**src/rtl/msx2_mapper_mem_pkg.sv**
```systemverilog
// Shared MSX mapper definitions: FSM state encoding, segment offset width and
// the segment masking helper used by every consumer of the mapper's segment output.
// Latency: n/a (types and pure functions only). Backpressure: n/a.
package msx2_mapper_mem_pkg;

    typedef enum logic [1:0] {
        IDLE = 2'd0,
        REQ  = 2'd1,
        DONE = 2'd2
    } state_t;

    // 8-bit segment number concatenated with a 14-bit page offset.
    localparam int SEG_OFFSET_W = 22;

    // Segment counts are powers of two; size = 0 encodes 256, and the 8-bit
    // subtraction wraps it to an all-ones mask.
    function automatic logic [7:0] seg_mask(input logic [7:0] segment,
                                            input logic [7:0] size);
        return segment & (size - 8'd1);
    endfunction

endpackage

```
**src/rtl/msx2_mapper_rdbuf.sv**
```systemverilog
// One-entry read buffer (valid, address tag, data byte) for msx2_mapper_mem.
// Latency: combinational hit lookup; fill/update/invalidate take effect next clk.
// Backpressure: none; the owner sequences fill/update/invalidate.
// Ports: lookup_addr -> hit/hit_data; fill loads tag+data; update rewrites the
// data byte when wr_addr matches a valid tag; inval clears valid.
// The module only exists when MSX2_MAPPER_MEM_RDBUF_EN is defined, so the
// default build carries no unused top-level module.
`ifdef MSX2_MAPPER_MEM_RDBUF_EN
module msx2_mapper_rdbuf
    import msx2_mapper_mem_pkg::*;
#(
    parameter int AW = 27
) (
    input  logic          clk,
    input  logic          reset,
    input  logic [AW-1:0] lookup_addr,
    output logic          hit,
    output logic [7:0]    hit_data,
    input  logic          fill,
    input  logic          update,
    input  logic [AW-1:0] wr_addr,
    input  logic [7:0]    wr_data,
    input  logic          inval
);

    logic          valid;
    logic [AW-1:0] tag;
    logic [7:0]    data;

    assign hit      = valid && (tag == lookup_addr);
    assign hit_data = data;

    always_ff @(posedge clk) begin
        if (reset) begin
            valid <= 1'b0;
            tag   <= '0;
            data  <= 8'h00;
        end else if (inval) begin
            valid <= 1'b0;
        end else if (fill) begin
            valid <= 1'b1;
            tag   <= wr_addr;
            data  <= wr_data;
        end else if (update && valid && (tag == wr_addr)) begin
            data  <= wr_data;
        end
    end

endmodule
`endif

```
**src/rtl/msx2_mapper_mem.sv**
```systemverilog
// MSX2 mapper memory side: masks segment, forms base+offset RAM address, and runs
// one req/ack backend transaction per CPU access, stalling the CPU via wait_n.
// Latency: wait_n low from the start cycle; q valid and wait_n high one clk after
// ram_ack. Backpressure: ram_req held until ram_ack or TIMEOUT cycles, then abort.
// Ports: cs/rd/wr/addr/data_in from the CPU slot; segment/size/base_addr from the
// mapper; q/wait_n to the CPU; ram_* to the RAM arbiter; sticky timeout_err.
// Optional: define MSX2_MAPPER_MEM_RDBUF_EN to add a one-entry read buffer.
module msx2_mapper_mem
    import msx2_mapper_mem_pkg::*;
#(
    parameter int RAM_AW  = 27,
    parameter int TIMEOUT = 255
) (
    input  logic              clk,
    input  logic              reset,
    input  logic              cs,
    input  logic              rd,
    input  logic              wr,
    input  logic [15:0]       addr,
    input  logic [7:0]        data_in,
    input  logic [7:0]        segment,
    input  logic [7:0]        size,
    input  logic [RAM_AW-1:0] base_addr,
    output logic [7:0]        q,
    output logic              wait_n,
    output logic [RAM_AW-1:0] ram_addr,
    output logic [7:0]        ram_din,
    output logic              ram_we,
    output logic              ram_req,
    input  logic [7:0]        ram_dout,
    input  logic              ram_ack,
    output logic              timeout_err
);

    localparam logic [7:0] TMO_LAST = 8'(TIMEOUT - 1);

    state_t                  state;
    state_t                  state_nxt;
    logic                    act;
    logic                    act_q;
    logic                    start;
    logic                    aband;
    logic                    gone;
    logic                    tmo_hit;
    logic [7:0]              tmo_cnt;
    logic [SEG_OFFSET_W-1:0] offset;
    logic [RAM_AW-1:0]       addr_nxt;
    logic                    buf_hit;
    logic [7:0]              buf_dat;
    logic                    page_unused;

    // The page bits only choose which segment register feeds 'segment' upstream.
    assign page_unused = &{1'b0, addr[15:14]};

    assign act      = cs & (rd | wr);
    assign start    = act & ~act_q & ~reset & (state == IDLE);
    assign offset   = {seg_mask(segment, size), addr[13:0]};
    assign addr_nxt = base_addr + RAM_AW'(offset);
    assign tmo_hit  = (tmo_cnt == TMO_LAST) & ~ram_ack;
    // CPU left the cycle at some point during REQ: finish the backend access
    // but drop the result and skip DONE.
    assign gone     = aband | ~act;

`ifdef MSX2_MAPPER_MEM_RDBUF_EN
    logic buf_lookup_hit;

    msx2_mapper_rdbuf #(
        .AW (RAM_AW)
    ) u_rdbuf (
        .clk         (clk),
        .reset       (reset),
        .lookup_addr (addr_nxt),
        .hit         (buf_lookup_hit),
        .hit_data    (buf_dat),
        .fill        ((state == REQ) && ram_ack && !ram_we),
        .update      ((state == REQ) && ram_ack && ram_we),
        .wr_addr     (ram_addr),
        .wr_data     (ram_we ? ram_din : ram_dout),
        .inval       ((state == REQ) && tmo_hit)
    );

    // Only reads are served from the buffer; writes always reach the backend.
    assign buf_hit = buf_lookup_hit & ~wr;
`else
    assign buf_hit = 1'b0;
    assign buf_dat = 8'hFF;
`endif

    always_comb begin
        state_nxt = state;
        wait_n    = 1'b1;
        case (state)
            IDLE: begin
                if (start) begin
                    if (buf_hit) begin
                        state_nxt = DONE;
                    end else begin
                        state_nxt = REQ;
                        wait_n    = 1'b0;  // stall in the start cycle itself
                    end
                end
            end
            REQ: begin
                wait_n = 1'b0;
                if (ram_ack || tmo_hit) begin
                    state_nxt = gone ? IDLE : DONE;
                end
            end
            DONE: begin
                if (!act) begin
                    state_nxt = IDLE;
                end
            end
            default: state_nxt = IDLE;
        endcase
    end

    always_ff @(posedge clk) begin
        if (reset) begin
            state       <= IDLE;
            act_q       <= 1'b0;
            q           <= 8'hFF;
            ram_req     <= 1'b0;
            ram_we      <= 1'b0;
            ram_addr    <= '0;
            ram_din     <= 8'h00;
            timeout_err <= 1'b0;
            tmo_cnt     <= 8'h00;
            aband       <= 1'b0;
        end else begin
            state <= state_nxt;
            act_q <= act;
            case (state)
                IDLE: begin
                    if (start) begin
                        ram_addr <= addr_nxt;
                        ram_din  <= data_in;
                        ram_we   <= wr;  // rd and wr together count as a write
                        tmo_cnt  <= 8'h00;
                        aband    <= 1'b0;
                        if (buf_hit) begin
                            q <= buf_dat;
                        end else begin
                            ram_req <= 1'b1;
                        end
                    end
                end
                REQ: begin
                    if (!act) begin
                        aband <= 1'b1;
                    end
                    if (ram_ack) begin
                        ram_req <= 1'b0;
                        q       <= (!ram_we && !gone) ? ram_dout : 8'hFF;
                    end else if (tmo_hit) begin
                        ram_req     <= 1'b0;
                        q           <= 8'hFF;
                        timeout_err <= 1'b1;
                    end else begin
                        tmo_cnt <= tmo_cnt + 8'd1;
                    end
                end
                DONE: begin
                    if (!act) begin
                        q <= 8'hFF;
                    end
                end
                default: ;
            endcase
        end
    end

endmodule

```
**config.mk**
```make
export PLATFORM = sky130hd
export DESIGN_NAME = msx2_mapper_mem
export DESIGN_NICKNAME = d
export VERILOG_FILES = /design/src/rtl/msx2_mapper_mem_pkg.sv /design/src/rtl/msx2_mapper_rdbuf.sv /design/src/rtl/msx2_mapper_mem.sv
export SDC_FILE = /design/constraint.sdc
export NUM_CORES = 1
export LEC_CHECK = 0
export BUFFER_PORTS_ARGS = -buffer_cell sky130_fd_sc_hd__buf_2
export CELL_PAD_IN_SITES_DETAIL_PLACEMENT = 0
export CELL_PAD_IN_SITES_GLOBAL_PLACEMENT = 1
export CORE_MARGIN = 10
export CORE_UTILIZATION = 37
export CTS_BUF_LIST = sky130_fd_sc_hd__clkbuf_4
export DETAILED_ROUTE_END_ITERATION = 8
export PLACE_DENSITY_LB_ADDON = 0.1
export SYNTH_ARGS = -nofsm -noshare
export SYNTH_HDL_FRONTEND = slang
export SYNTH_SLANG_ARGS = --single-unit
```
**constraint.sdc**
```tcl
create_clock -name clk -period 3.9 [get_ports clk]
set_input_delay 0.585 -clock clk [delete_from_list [all_inputs] [get_ports clk]]
set_output_delay 0.585 -clock clk [all_outputs]
set_load 0.01 [all_outputs]
```
* After elaboration in Yosys (flattened, before gate mapping)
Index checks and enable logic that the tools add are counted.
** Storage, ports and cells
- Input bits :: 81
- Flip-flop bits (word level) :: 58
- Output and inout bits :: 47
- Logic and storage cells :: 72
** Operators by class
- Bitwise logic cells :: 12
- Equal/unequal tests :: 10
- Add/sub/neg operators :: 3
- Muxes and demuxes :: 23
- Reductions and logical operators :: 14
** Operator list (number)
- 2-to-1 mux 8 bit :: 7
- one-hot mux 8 bit (2 select lines) :: 2
- adder 27 x 22 -> 27 bit :: 1
- AND reduction 3 bit :: 5
- inequality test 2 bit (second input constant) :: 6
- adder 8 x 1 -> 8 bit (second input constant) :: 1
- bitwise AND 8 bit :: 1
- equality test 8 bit (second input constant) :: 1
- 2-to-1 mux 2 bit :: 4
- subtractor 8 x 1 -> 8 bit (second input constant) :: 1
- 2-to-1 mux 1 bit :: 6
- one-hot mux 1 bit (2 select lines) :: 3
- one-hot mux 2 bit (3 select lines) :: 1
- bitwise AND 1 bit :: 5
- inverter 1 bit :: 4
- AND reduction 4 bit :: 1
- nonzero test 2 bit :: 2
- inequality test 3 bit (second input constant) :: 1
- equality test 2 x 1 -> 1 bit (second input constant) :: 1
- equality test 2 bit (second input constant) :: 1
- zero test 1 bit :: 2
- zero test 2 bit :: 1
- OR 1 bit :: 2
- AND reduction 2 bit :: 1
- other kinds (2) :: 2

* Longest topological paths before layout
- Word-level depth :: 9
- Gate-level depth with buffers :: 14
- Mapped depth without buffers :: 13

* Least setup slack after synthesis
OpenSTA, ideal clock, no wires.
- Path kind :: input port to flip-flop
- Start :: input port size[0]
- End :: register ram_addr[22]
- Data required time :: 3783 ps
- Library setup time :: 117 ps
- Buffers on the path :: 1
- Setup slack :: 914 ps
- Cell stages on the path :: 14
- Data arrival time :: 2868 ps
- Cells stage by stage :: inv_1 > ha_1 > nand2b_1 > nor2_1 > xor2_1 > and2_1 > ha_1 > clkbuf_1 > inv_1 > o21bai_1 > a2111oi_0 > a211oi_1 > or3_1 > a32o_1
** On the way
- Word-level cells in the longest chain between the ends :: 3
** RTL lines
- from (decl) :: RTL line msx2_mapper_mem.sv:22 : input logic [7:0] size,
- subtractor 8 x 1 -> 8 bit :: RTL line msx2_mapper_mem_pkg.sv:19 : return segment & (size - 8'd1);
- bitwise AND 8 bit :: RTL line msx2_mapper_mem_pkg.sv:19
- adder 27 x 22 -> 27 bit :: RTL line msx2_mapper_mem.sv:58 : assign addr_nxt = base_addr + RAM_AW'(offset);
- to (signal assigned) :: RTL line msx2_mapper_mem.sv:136 : ram_addr <= addr_nxt;
- to (decl) :: RTL line msx2_mapper_mem.sv:26 : output logic [RAM_AW-1:0] ram_addr,
No other way between the ends.
A chain may end at the register's enable or synchronous reset.

* Worst setup path in the final report
Ends and elaborated chain as after synthesis.

==> out/results.tsv <==
metric	value	unit
outcome	finished, final reports clean	
clk_latency	0.40	ns
yosys_warnings	0	
dr.pass1.iters	4	
wl	11000	um
critPathArrivalTime	3.22	ns
die_h	121	um
layout_min_cycle_time	2.93	ns
dpl_cell_area	0.00449	mm2
n_fill_cell	1052	
relSlewSlack	0.517	
layout.nets	707	
fp.coreArea	0.00982	mm2
timing.final.crit_share	0.751	
synth_area_per_cell	7.80	um2
die_x	121	um
clkPwrFrac	0.270	
end_kind	flip-flop	
ir_worst_vdd	0.0976	mV
syn-cell-area	0.00375	mm2
grt_max_degree	36	
p_leak	2.02	nW
clockRootBuffer	clkbuf_4	
multiInputGateArea	0.00245	mm2
postCtsSetupBuffers	0	
synth_ff_type	dfxtp_1	
hold_viol_final	0	
internal_power	996	uW
rsz0062_at_grt	no	
max_stage_delay	0.47	ns
ant_nets	0	
grt_first_pass_wirelength	17900	um
max_clock_freq	0.341	GHz
drive_gt1_frac	0.245	
synth_cell_types	57	
min_from	data_in[7]	
synth_fp_nets	588	
worst_pin_slew	0.724	ns
critPathRequiredTime	4.19	ns
seq_area_frac_synth	0.310	
num_io_pins	128	
avgViaCountPerCell	5.17	
drt_iter0_drc	112	
pwr-share-seq	0.438	
row_count	36	
setup_viol	0	
hpwl	8620	um
path_cells	buf_2 > inv_1 > ha_1 > nand2b_1 > nor2_1 > xor2_1 > and2_1 > ha_1 > inv_1 > o21bai_1 > a2111oi_0 > a211oi_1 > or3_1 > a32o_1	
synthCells	481	
die_area	0.0146	mm2
rr_startpoint	state[0]$_SDFFE_PP0P_	
drv_cap	0	
gp_congestion	0.884	
regArea	0.00116	mm2
tns	0	ns
vias	3813	
drcViolationCount	0	
start_util	0.382	
port_buffers	125	
pwr-share-comb	0.292	
powerDensity	323	mW/mm2
synth_seq_cells	58	
post_cts_resized	0	
htree_levels	3	
grt_pass1_vias	3796	
crit_slowest_cell	a2111oi_0	
antenna_found_initial	1	
synth_edf_count	0	
drv_slew	0	
path_clk_slew	0.09	ns
worstHoldPathType	in -> reg	
sw_frac_of_total	0.331	
grt_overflow	0	
cts_tree	built	
crit_fanout	8	
async_flop_share	0	
crit_path_start_kind	primary input	
cts.sinks	58	
grt_use_total	0.147	
final_area	0.00460	mm2
finalClockSkew	0.00872	ns
cts_buffers	9	
area_growth	22.7	%
p_sw	492	uW
timing.hold.ws	0.418	ns
cts_hold_buf	0	
worstSetupStartpoint	size[0]	
wire_per_inst	14.9	um
criticalPathCategory	in -> reg	
cts_buffer_depth	2	
[final timing paths]
kind / cells after the start / to / slack [ns]
worst min register to register: 2 / ram_addr[5]$_SDFFE_PP0P_ / 0.45
worst max-delay path: 14 / ram_addr[22]$_SDFFE_PP0P_ / 0.97
worst max register to register: 5 / tmo_cnt[5]$_SDFFE_PP0P_ / 1.71
worst min-delay path: 3 / ram_din[7]$_SDFFE_PP0P_ / 0.42
[flip-flops by register name, indices dropped and copies added, names as in the netlist]
register	count
ram_addr	27
q	8
ram_din	8
tmo_cnt	8
state	2
aband	1
act_q	1
ram_req	1
ram_we	1
timeout_err	1
[worst max-delay path: cells and delay by family]
kind                       cells  cell delay [ns]
and+or+nand+nor                4             0.69
xor gates and xnor gates       1             0.13
buffers and inverters          3             0.24
adders and majority gates      2             0.58
AOI/OAI and AO/OA              4             0.99
[cells in the final DEF (no fill, tap or decap), types with 5 or more instances in the layout]
cell type,n
dfxtp_1,58
or3_1,6
ha_1,25
a211oi_1,12
o21ai_0,22
nand3_1,13
clkbuf_4,9
nor2_1,44
xor2_1,9
nand2_1,60
inv_1,13
nand4_1,7
nor2b_1,7
xnor2_1,12
o21a_1,5
buf_2,125
nand3b_1,6
o211ai_1,5
nand2b_1,11
a21oi_1,53
and2_1,7
nor3_1,17
o21bai_1,11
[per-layer routing]
metal | track usage | wire length (um) | vias up
li1 | - | - | 1976
met1 | 0.170 | 4940 | 1716
met2 | 0.250 | 5130 | 109
met3 | 0.0456 | 737 | 12
met4 | 0.0528 | 142 | 0
met5 | 0 | 0 | -
[cell usage after synthesis (3+ instances only)]
| cell type | number | area share |
|---|---|---|
| nand2_1 | 60 | 0.060 |
| dfxtp_1 | 58 | 0.31 |
| a21oi_1 | 53 | 0.071 |
| nor2_1 | 44 | 0.044 |
| ha_1 | 25 | 0.083 |
| o21ai_0 | 22 | 0.029 |
| clkbuf_1 | 18 | 0.018 |
| nor3_1 | 17 | 0.023 |
| inv_1 | 13 | 0.013 |
| nand3_1 | 13 | 0.017 |
| a211oi_1 | 12 | 0.024 |
| xnor2_1 | 12 | 0.028 |
| nand2b_1 | 11 | 0.018 |
| o21bai_1 | 11 | 0.022 |
| xor2_1 | 9 | 0.021 |
| and2_1 | 7 | 0.012 |
| nand4_1 | 7 | 0.012 |
| nor2b_1 | 7 | 0.012 |
| nand3b_1 | 6 | 0.012 |
| or3_1 | 6 | 0.010 |
| o211ai_1 | 5 | 0.010 |
| o21a_1 | 5 | 0.010 |
| a31oi_1 | 4 | 0.0067 |
| and3_1 | 4 | 0.0067 |
| o21ai_1 | 4 | 0.0053 |
| a211o_1 | 3 | 0.0070 |
| a21boi_0 | 3 | 0.0060 |
| a32o_1 | 3 | 0.0080 |
| nor3b_1 | 3 | 0.0060 |
[layout make-up]
cell class,instances,share of cell area
Antenna cell,1,0.000543
Clock inverter,5,0.0103
Clock buffer,9,0.0147
Tap cell,133,0.0361
Inverter,13,0.0106
Sequential cell,58,0.252
Timing Repair Buffer,129,0.142
Multi-Input combinational cell,389,0.533
[logic make-up after synthesis]
logic type | after synthesis | synth area share
compound gates | 144 | 0.249
xor+xnor | 21 | 0.0490
fa+ha+maj | 26 | 0.0887
buf+inv | 34 | 0.0384
flops | 58 | 0.310
mux | 2 | 0.00534
simple gates | 196 | 0.261
[power by group through the flow]
stage / combinational, mW / clock (mW) / sequential, mW
after CTS: 0.439 / 0.421 / 0.653
after global placement: 0.434 / 0 / 0.665
final: 0.434 / 0.401 / 0.652
after global routing: 0.489 / 0.451 / 0.657
after floorplan: 0.275 / 0 / 0.679
after detailed placement: 0.437 / 0 / 0.666
[metrics by stage]
step	util	setup WS (ns)	cells	total power [mW]
CTS	0.469	0.974	736	1.51
floorplan	-	0.914	481	0.953
global route	0.469	0.656	737	1.60
global placement	0.457	0.581	722	1.10
finish	0.469	0.970	737	1.49
detailed placement	0.457	0.537	722	1.10
No activity file was read; power rests on OpenSTA's default activity.
